## src/rtl/falc56_bus_ctrl.sv

```systemverilog
// falc56_bus_ctrl: host-side bus controller for a FALC56 framer pair.
// Each accepted request runs one multiplexed address/data cycle:
// ADDR (ALE) -> ALAT -> STRB (RDn or WRn) -> HOLD -> DONE (ACK).
// Optional feature macro: FALC56_INT_SYNC_EN adds a two-flop synchronizer
// on the framer interrupt lines. Without it, IRQ_O follows F56_INT_I directly.
`timescale 1ns/1ps
module falc56_bus_ctrl #(
    parameter int ALE_CYC    = 2,
    parameter int STROBE_CYC = 4,
    parameter int HOLD_CYC   = 2
) (
    input  logic       CLK_I,
    input  logic       RSTn_I,
    input  logic       REQ_I,
    input  logic       WE_I,
    input  logic       CHIP_I,
    input  logic [7:0] ADDR_I,
    input  logic [7:0] WDATA_I,
    output logic       BUSY_O,
    output logic       ACK_O,
    output logic [7:0] RDATA_O,
    output logic [1:0] IRQ_O,
    output logic [7:0] F56_BADD_O,
    input  logic [7:0] F56_BADD_I,
    output logic       F56_BADD_DIR_O,
    output logic       F56_ALE_O,
    output logic       F56_RDn_O,
    output logic       F56_WRn_O,
    output logic [1:0] F56_CSn_O,
    input  logic [1:0] F56_INT_I
);

    typedef enum logic [2:0] {IDLE, ADDR, ALAT, STRB, HOLD, DONE} state_t;

    state_t      state;
    state_t      state_nx;
    logic [3:0]  cnt;
    logic        we_r;
    logic        chip_r;
    logic [7:0]  addr_r;
    logic [7:0]  wdata_r;
    logic [7:0]  rd_cap;
    logic [1:0]  cs_sel;

    // Counter preload for a phase; counts down to zero, so it holds length-1.
    function automatic logic [3:0] phase_len(input state_t s);
        case (s)
            ADDR:    phase_len = 4'(ALE_CYC - 1);
            STRB:    phase_len = 4'(STROBE_CYC - 1);
            HOLD:    phase_len = 4'(HOLD_CYC - 1);
            default: phase_len = 4'd0;
        endcase
    endfunction

    assign cs_sel = chip_r ? 2'b01 : 2'b10;

    // State register; reset aborts any access in flight.
    always_ff @(posedge CLK_I or negedge RSTn_I) begin
        if (!RSTn_I) state <= IDLE;
        else         state <= state_nx;
    end

    // Phase counter reloads on every state change and parks at zero.
    always_ff @(posedge CLK_I or negedge RSTn_I) begin
        if (!RSTn_I)                cnt <= 4'd0;
        else if (state_nx != state) cnt <= phase_len(state_nx);
        else if (cnt != 4'd0)       cnt <= cnt - 4'd1;
    end

    // Request fields are captured only on the accepting edge in IDLE.
    always_ff @(posedge CLK_I or negedge RSTn_I) begin
        if (!RSTn_I) begin
            we_r    <= 1'b0;
            chip_r  <= 1'b0;
            addr_r  <= 8'h00;
            wdata_r <= 8'h00;
        end else if (state == IDLE && REQ_I) begin
            we_r    <= WE_I;
            chip_r  <= CHIP_I;
            addr_r  <= ADDR_I;
            wdata_r <= WDATA_I;
        end
    end

    // Read data sampled at the edge closing the strobe, published entering DONE.
    always_ff @(posedge CLK_I or negedge RSTn_I) begin
        if (!RSTn_I) begin
            rd_cap  <= 8'h00;
            RDATA_O <= 8'h00;
        end else begin
            if (state == STRB && cnt == 4'd0 && !we_r) rd_cap <= F56_BADD_I;
            if (state == HOLD && state_nx == DONE && !we_r) RDATA_O <= rd_cap;
        end
    end

    // Next-state and bus outputs decoded from the current phase.
    always_comb begin
        state_nx       = state;
        BUSY_O         = (state != IDLE);
        ACK_O          = 1'b0;
        F56_BADD_O     = 8'h00;
        F56_BADD_DIR_O = 1'b0;
        F56_ALE_O      = 1'b0;
        F56_RDn_O      = 1'b1;
        F56_WRn_O      = 1'b1;
        F56_CSn_O      = 2'b11;
        case (state)
            IDLE: begin
                if (REQ_I) state_nx = ADDR;
            end
            ADDR: begin
                F56_BADD_O     = addr_r;
                F56_BADD_DIR_O = 1'b1;
                F56_ALE_O      = 1'b1;
                F56_CSn_O      = cs_sel;
                if (cnt == 4'd0) state_nx = ALAT;
            end
            ALAT: begin
                F56_BADD_O     = addr_r;
                F56_BADD_DIR_O = 1'b1;
                F56_CSn_O      = cs_sel;
                state_nx       = STRB;
            end
            STRB: begin
                F56_CSn_O = cs_sel;
                if (we_r) begin
                    F56_WRn_O      = 1'b0;
                    F56_BADD_DIR_O = 1'b1;
                    F56_BADD_O     = wdata_r;
                end else begin
                    F56_RDn_O = 1'b0;
                end
                if (cnt == 4'd0) state_nx = HOLD;
            end
            HOLD: begin
                F56_CSn_O = cs_sel;
                if (we_r) begin
                    F56_BADD_DIR_O = 1'b1;
                    F56_BADD_O     = wdata_r;
                end
                if (cnt == 4'd0) state_nx = DONE;
            end
            DONE: begin
                ACK_O    = 1'b1;
                state_nx = IDLE;
            end
            default: state_nx = IDLE;
        endcase
    end

`ifdef FALC56_INT_SYNC_EN
    logic [1:0] int_s1;
    logic [1:0] int_s2;

    // Two-flop synchronizer for the asynchronous framer interrupt lines.
    always_ff @(posedge CLK_I or negedge RSTn_I) begin
        if (!RSTn_I) begin
            int_s1 <= 2'b00;
            int_s2 <= 2'b00;
        end else begin
            int_s1 <= F56_INT_I;
            int_s2 <= int_s1;
        end
    end

    assign IRQ_O = int_s2;
`else
    // Direct pass-through, held at zero while reset is asserted.
    assign IRQ_O = RSTn_I ? F56_INT_I : 2'b00;
`endif

endmodule

```

## config.mk

```make
export PLATFORM = sky130hd
export DESIGN_NAME = falc56_bus_ctrl
export DESIGN_NICKNAME = d
export VERILOG_FILES = /design/src/rtl/falc56_bus_ctrl.sv
export SDC_FILE = /design/constraint.sdc
export NUM_CORES = 1
export LEC_CHECK = 0
export CAP_MARGIN = 20
export CORE_ASPECT_RATIO = 1.75
export CORE_MARGIN = 5
export CORE_UTILIZATION = 47
export CTS_CLUSTER_DIAMETER = 50
export DETAILED_ROUTE_END_ITERATION = 12
export PLACE_DENSITY = 0.91
export SYNTH_ARGS = -nofsm -noshare
export SYNTH_HDL_FRONTEND = slang
export SYNTH_SLANG_ARGS = --single-unit
export TNS_END_PERCENT = 1
```

## constraint.sdc

```tcl
create_clock -name CLK_I -period 2.4 [get_ports CLK_I]
set_input_delay 0.48 -clock CLK_I [delete_from_list [all_inputs] [get_ports CLK_I]]
set_output_delay 0.48 -clock CLK_I [all_outputs]
set_load 0.005 [all_outputs]
```

### Word-level counts from Yosys, hierarchy flattened

Index checks and enable logic that the tools add are counted.

* add/sub/neg operators: 1
* $mul: 0
* div/mod/pow operators: 0
* magnitude comparators: 0
* equality and inequality tests: 10
* shifts and indexed selects: 0
* muxes and demuxes: 20
* bitwise operators: 0
* reduce and logical (&&, ||, !) cells: 15

Operator list (number)
* $pmux W8 S2: 1
* $pmux W3 S5: 1
* $eq A3 B3 Y1 const B: 4
* $mux W3: 4
* $eq A3 B2 Y1 const B: 3
* $mux W4: 2
* $mux W8: 1
* $eq A3 B1 Y1 const B: 2
* $mux W1: 6
* $mux W2: 3
* $reduce_or A2 Y1: 3
* $logic_and A1 B1 Y1: 5
* $logic_not A4 Y1: 1
* $pmux W2 S2: 1
* $reduce_bool A4 Y1: 1
* $reduce_or A4 Y1: 1
* $sub A4 B1 Y4 const B: 1
* $logic_not A3 Y1: 1
* $ne A3 B3 Y1: 1
* $reduce_bool A3 Y1: 1
* $pmux W1 S2: 1
* $reduce_bool A2 Y1: 1
* $logic_not A1 Y1: 1

* register bits: 41
* latch bits: 0
* RAM bits: 0
* ROM bits: 0
* input bits: 31
* output and inout bits: 26
* word-level logic and storage cells: 54
* memories: 0

### Logic depth before layout (Yosys ltp)

* depth in word-level cells: 7
* gate-level depth with buffers: 6
* gate-level depth less buffers: 6

### Least setup slack after synthesis

Ideal clock, no wire load.

* path type: register -> register
* start point: register cnt[0]
* end point: register RDATA_O[0]
* library setup time: 125 ps
* arrival: 1823 ps
* required time: 2275 ps
* slack: 452 ps
* stages on the path, launching flop included: 7
* path buffers: 1
* clock period less this slack: 1948 ps
* cell sequence: dfrtp_1 > inv_1 > ha_1 > or3b_4 > or3_1 > buf_6 > mux2_4

* word-level cells in the longest chain between the ends: 6
* elaborated cells between the ends (all ways): 8
* classes of those cells: 1 x eq/ne; 4 x mux; 3 x reduce/logical

Ends and longest elaborated chain
* start, declared: RTL line 37 `logic [3:0] cnt;`
* start signal, assigned: RTL line 66 `else if (state_nx != state) cnt <= phase_len(state_nx);`
* start signal, assigned: RTL line 67 `else if (cnt != 4'd0) cnt <= cnt - 4'd1;`
* $logic_not A4 Y1 (*): RTL line 116, 133, 141
* $mux W3, on equally long branches: RTL line 141, 116, 133
* $pmux W3 S5 (*): RTL line 107 `case (state)`
* $eq A3 B3 Y1 (*): RTL line 92 `if (state == HOLD && state_nx == DONE && !we_r) RDATA_O <= rd_cap;`
* $logic_and A1 B1 Y1 (*) (2 in series): RTL line 92
* end signal, assigned: RTL line 92
* end, declared: RTL line 21 `output logic [7:0] RDATA_O,`

Mark *: on every way between the ends. The rest lies on a longest branch, timed or not.
A chain may end at the register's enable or synchronous reset.

### Worst setup path in the final report

* start point: register state[0]
* end point: output BUSY_O

* word-level cells in the longest chain between the ends: 1

Ends and longest elaborated chain
* start, declared: RTL line 35 `state_t state;`
* start signal, assigned: RTL line 60 `else state <= state_nx;`
* $reduce_bool A3 Y1: RTL line 99 `BUSY_O = (state != IDLE);`
* end, declared: RTL line 19 `output logic BUSY_O,`

No other way between the ends.

==> run metrics <==
outcome finished, final reports clean; Synth-to-Final Area Change 37.73%; Worst-Margin Slew 0.5558 ns; Routed Antenna Nets 0; Synth area leader dfrtp_1; reg2reg end RDATA_O[2]; PwrDens 1215 mW/mm²; drt total wl 4249 µm; commonest register cell after synthesis dfrtp_1; final hold viol count 0; Clock Power Share 13.8%; sw power 1.042 mW; Comb pwr share 49.7%; Final Total Pwr 3.223 mW; via count 1337; largest net degree at the start of global routing 38; EDFF count, synth 0; grt ovf 0; RSZ-0062 raised after global routing no; met3 usage 3.967%; GR Layer Usage met1 17.88%; number of synthesized register bits 41; Yosys warnings 0; crit share post-route 96.62%; IO Pins 57; Leak 1.260 nW; CTS Hold Buffers Added 0; VDD IR max 0.7711 mV; Post-synth ARST share 100.0%; CP required 1.92 ns; clk slew on worst S/H paths 0.07 ns; core area 0.003941 mm²; grt met2 use 29.29%; synthesized area 0.001927 mm²; crit end category output port; DR vias/cell 5.182; most common cell after layout, fill and taps aside clkdlybuf4s50_1; Clock Latency Late Sink 0.29 ns; first-pass GRT wire length 6762 µm; maxcap violations 0; post-synthesis cell type count 33; critical path type register to output port; Worst R2R Start cnt[0]; root buffer cell clkbuf_8; Die Y 94.70 µm; Initial Util 48.89%; drt pass-1 iters 4; worst r2r path cells 5; Area contributors post-synth dfrtp_1, mux2_4, mux2_2, a22o_1, nor2_1; relative slew slack 62.95%; post-synthesis instance total 146; final core utilization 67.33%; drt drc 0; GR peak layer met2; CP arrival 1.84 ns; IO Port Bufs 56; Site Rows 30; CTS max path bufs 2; Syn Nets 178; Avg Cell Area, Syn 13.20 µm²; Switching Fraction 32.34%; fillcell total 290; register area share after synthesis 53.25%; sequential power share 36.5%; Avg WL per Cell 16.47 µm; Final Max Tran Viols 0; Startpoint Class register; Cell Int Power 2.181 mW; Max Freq 0.4313 GHz; width of the die 58.40 µm; Critical path origin state[0]; ANT cells 0; CTS tree yes; clock sinks 41; Detailed Place HPWL 3178 µm; Yosys top cell area share 53.25%; antenna violations before repair 0; Worst Hold Class input port to async pin; H-tree levels 2; layout cell share with drive strength beyond 1 30.00%; final setup vio count 0; nets 242; Critical Path Fanout Max 8; reg2reg setup slack 0.15 ns; Clock Skews 0.008947 ns; die area 0.005530 mm²; overall routing resource usage 16.21%; vias in the first global route 1439; Final GP Congestion 0.7446; total CTS buffers 5; commonest non-fill, non-tap cells in the layout clkdlybuf4s50_1, dfrtp_1, mux2_2, mux2_4, nor2_1; drt first-iter violations 20; Tmin final 2.319 ns
-- synthesized netlist by cell type (2+ instances only) --
cell,count
a21oi_1,5
a22o_1,8
and2_1,2
buf_2,2
buf_6,2
clkbuf_1,2
dfrtp_1,41
inv_1,4
mux2_2,18
mux2_4,16
nand2_1,3
nand2b_1,3
nand3b_1,2
nor2_1,10
nor3_1,2
o21ai_0,4
or2_2,2
or3_1,4
xnor2_1,2
-- state kept, by name, indices dropped and copies added, names as in the netlist --
register  cells
wdata_r       8
rd_cap        8
RDATA_O       8
cnt           4
we_r          1
state         3
addr_r        8
chip_r        1
-- worst max-delay path, cell delays in order (launching register included) --
cell,delay (ns)
dfrtp_1,0.43
buf_4,0.18
or3_1,0.47
clkdlybuf4s50_1,0.48
-- repair_timing --
item | CTS | global route
gates cloned | 1 | 0
pin swaps | 0 | 2
setup buffers | 0 | 1
resized for setup | 7 | 17
endpoints found under the setup margin | 9 | 9
-- worst max path at each step --
stage,end,slack [ns]
after floorplan,RDATA_O[0],0.45
after detailed placement,F56_BADD_O[7],0.12
final,BUSY_O,0.08
after global routing,BUSY_O,0.002
after global placement,F56_BADD_O[6],0.15
after CTS,F56_BADD_O[4],-0.21
-- cells by family after synthesis --
family                     synth area share (%)
AOI/OAI and AO/OA                         7.727
and+or+nand+nor                           10.78
adders and majority gates                0.6492
buffers and inverters                     3.247
xor gates and xnor gates                  1.364
DFF                                       53.25
muxes                                     22.99
-- power by group through the flow --
stage	Combinational, mW	Clock (mW)	Sequential [mW]
floorplan	0.991	0	1.11
global placement	1.61	0	1.17
detailed placement	1.65	0	1.18
CTS	1.63	0.461	1.17
global route	1.77	0.488	1.22
finish	1.60	0.445	1.18
-- layer usage --
metal  share of wire (%)  vias up
li1                    -      641
met1                  37      656
met2                  57       35
met3                 5.1        5
met4                 1.2        0
met5                   0        -
-- area by class of cell --
class	instances	area [µm²]	share of cell area, %
clock buffer	6	82.58	3.112
clock inverter	1	7.507	0.2829
inverter	4	15.01	0.5658
multi-input combinational	94	847.1	31.92
sequential	41	1026	38.66
tap	48	60.06	2.263
timing repair buffer	64	615.6	23.20
-- through the flow --
step / area [µm²] / cells / setup TNS [ns] / setup slack [ns] / hold WS (ns)
after CTS: 2636 / 257 / -1.005 / -0.2064 / 0.01779
after detailed placement: 2540 / 249 / 0 / 0.1165 / 0.3286
final: 2654 / 258 / 0 / 0.08118 / 0.01847
after global placement: 2540 / 249 / 0 / 0.1520 / 0.3224
after floorplan: 1927 / 146 / 0 / 0.4519 / 0.1844
after global routing: 2654 / 258 / 0 / 0.002461 / 0.01476
(Power assumes the default switching activity.)
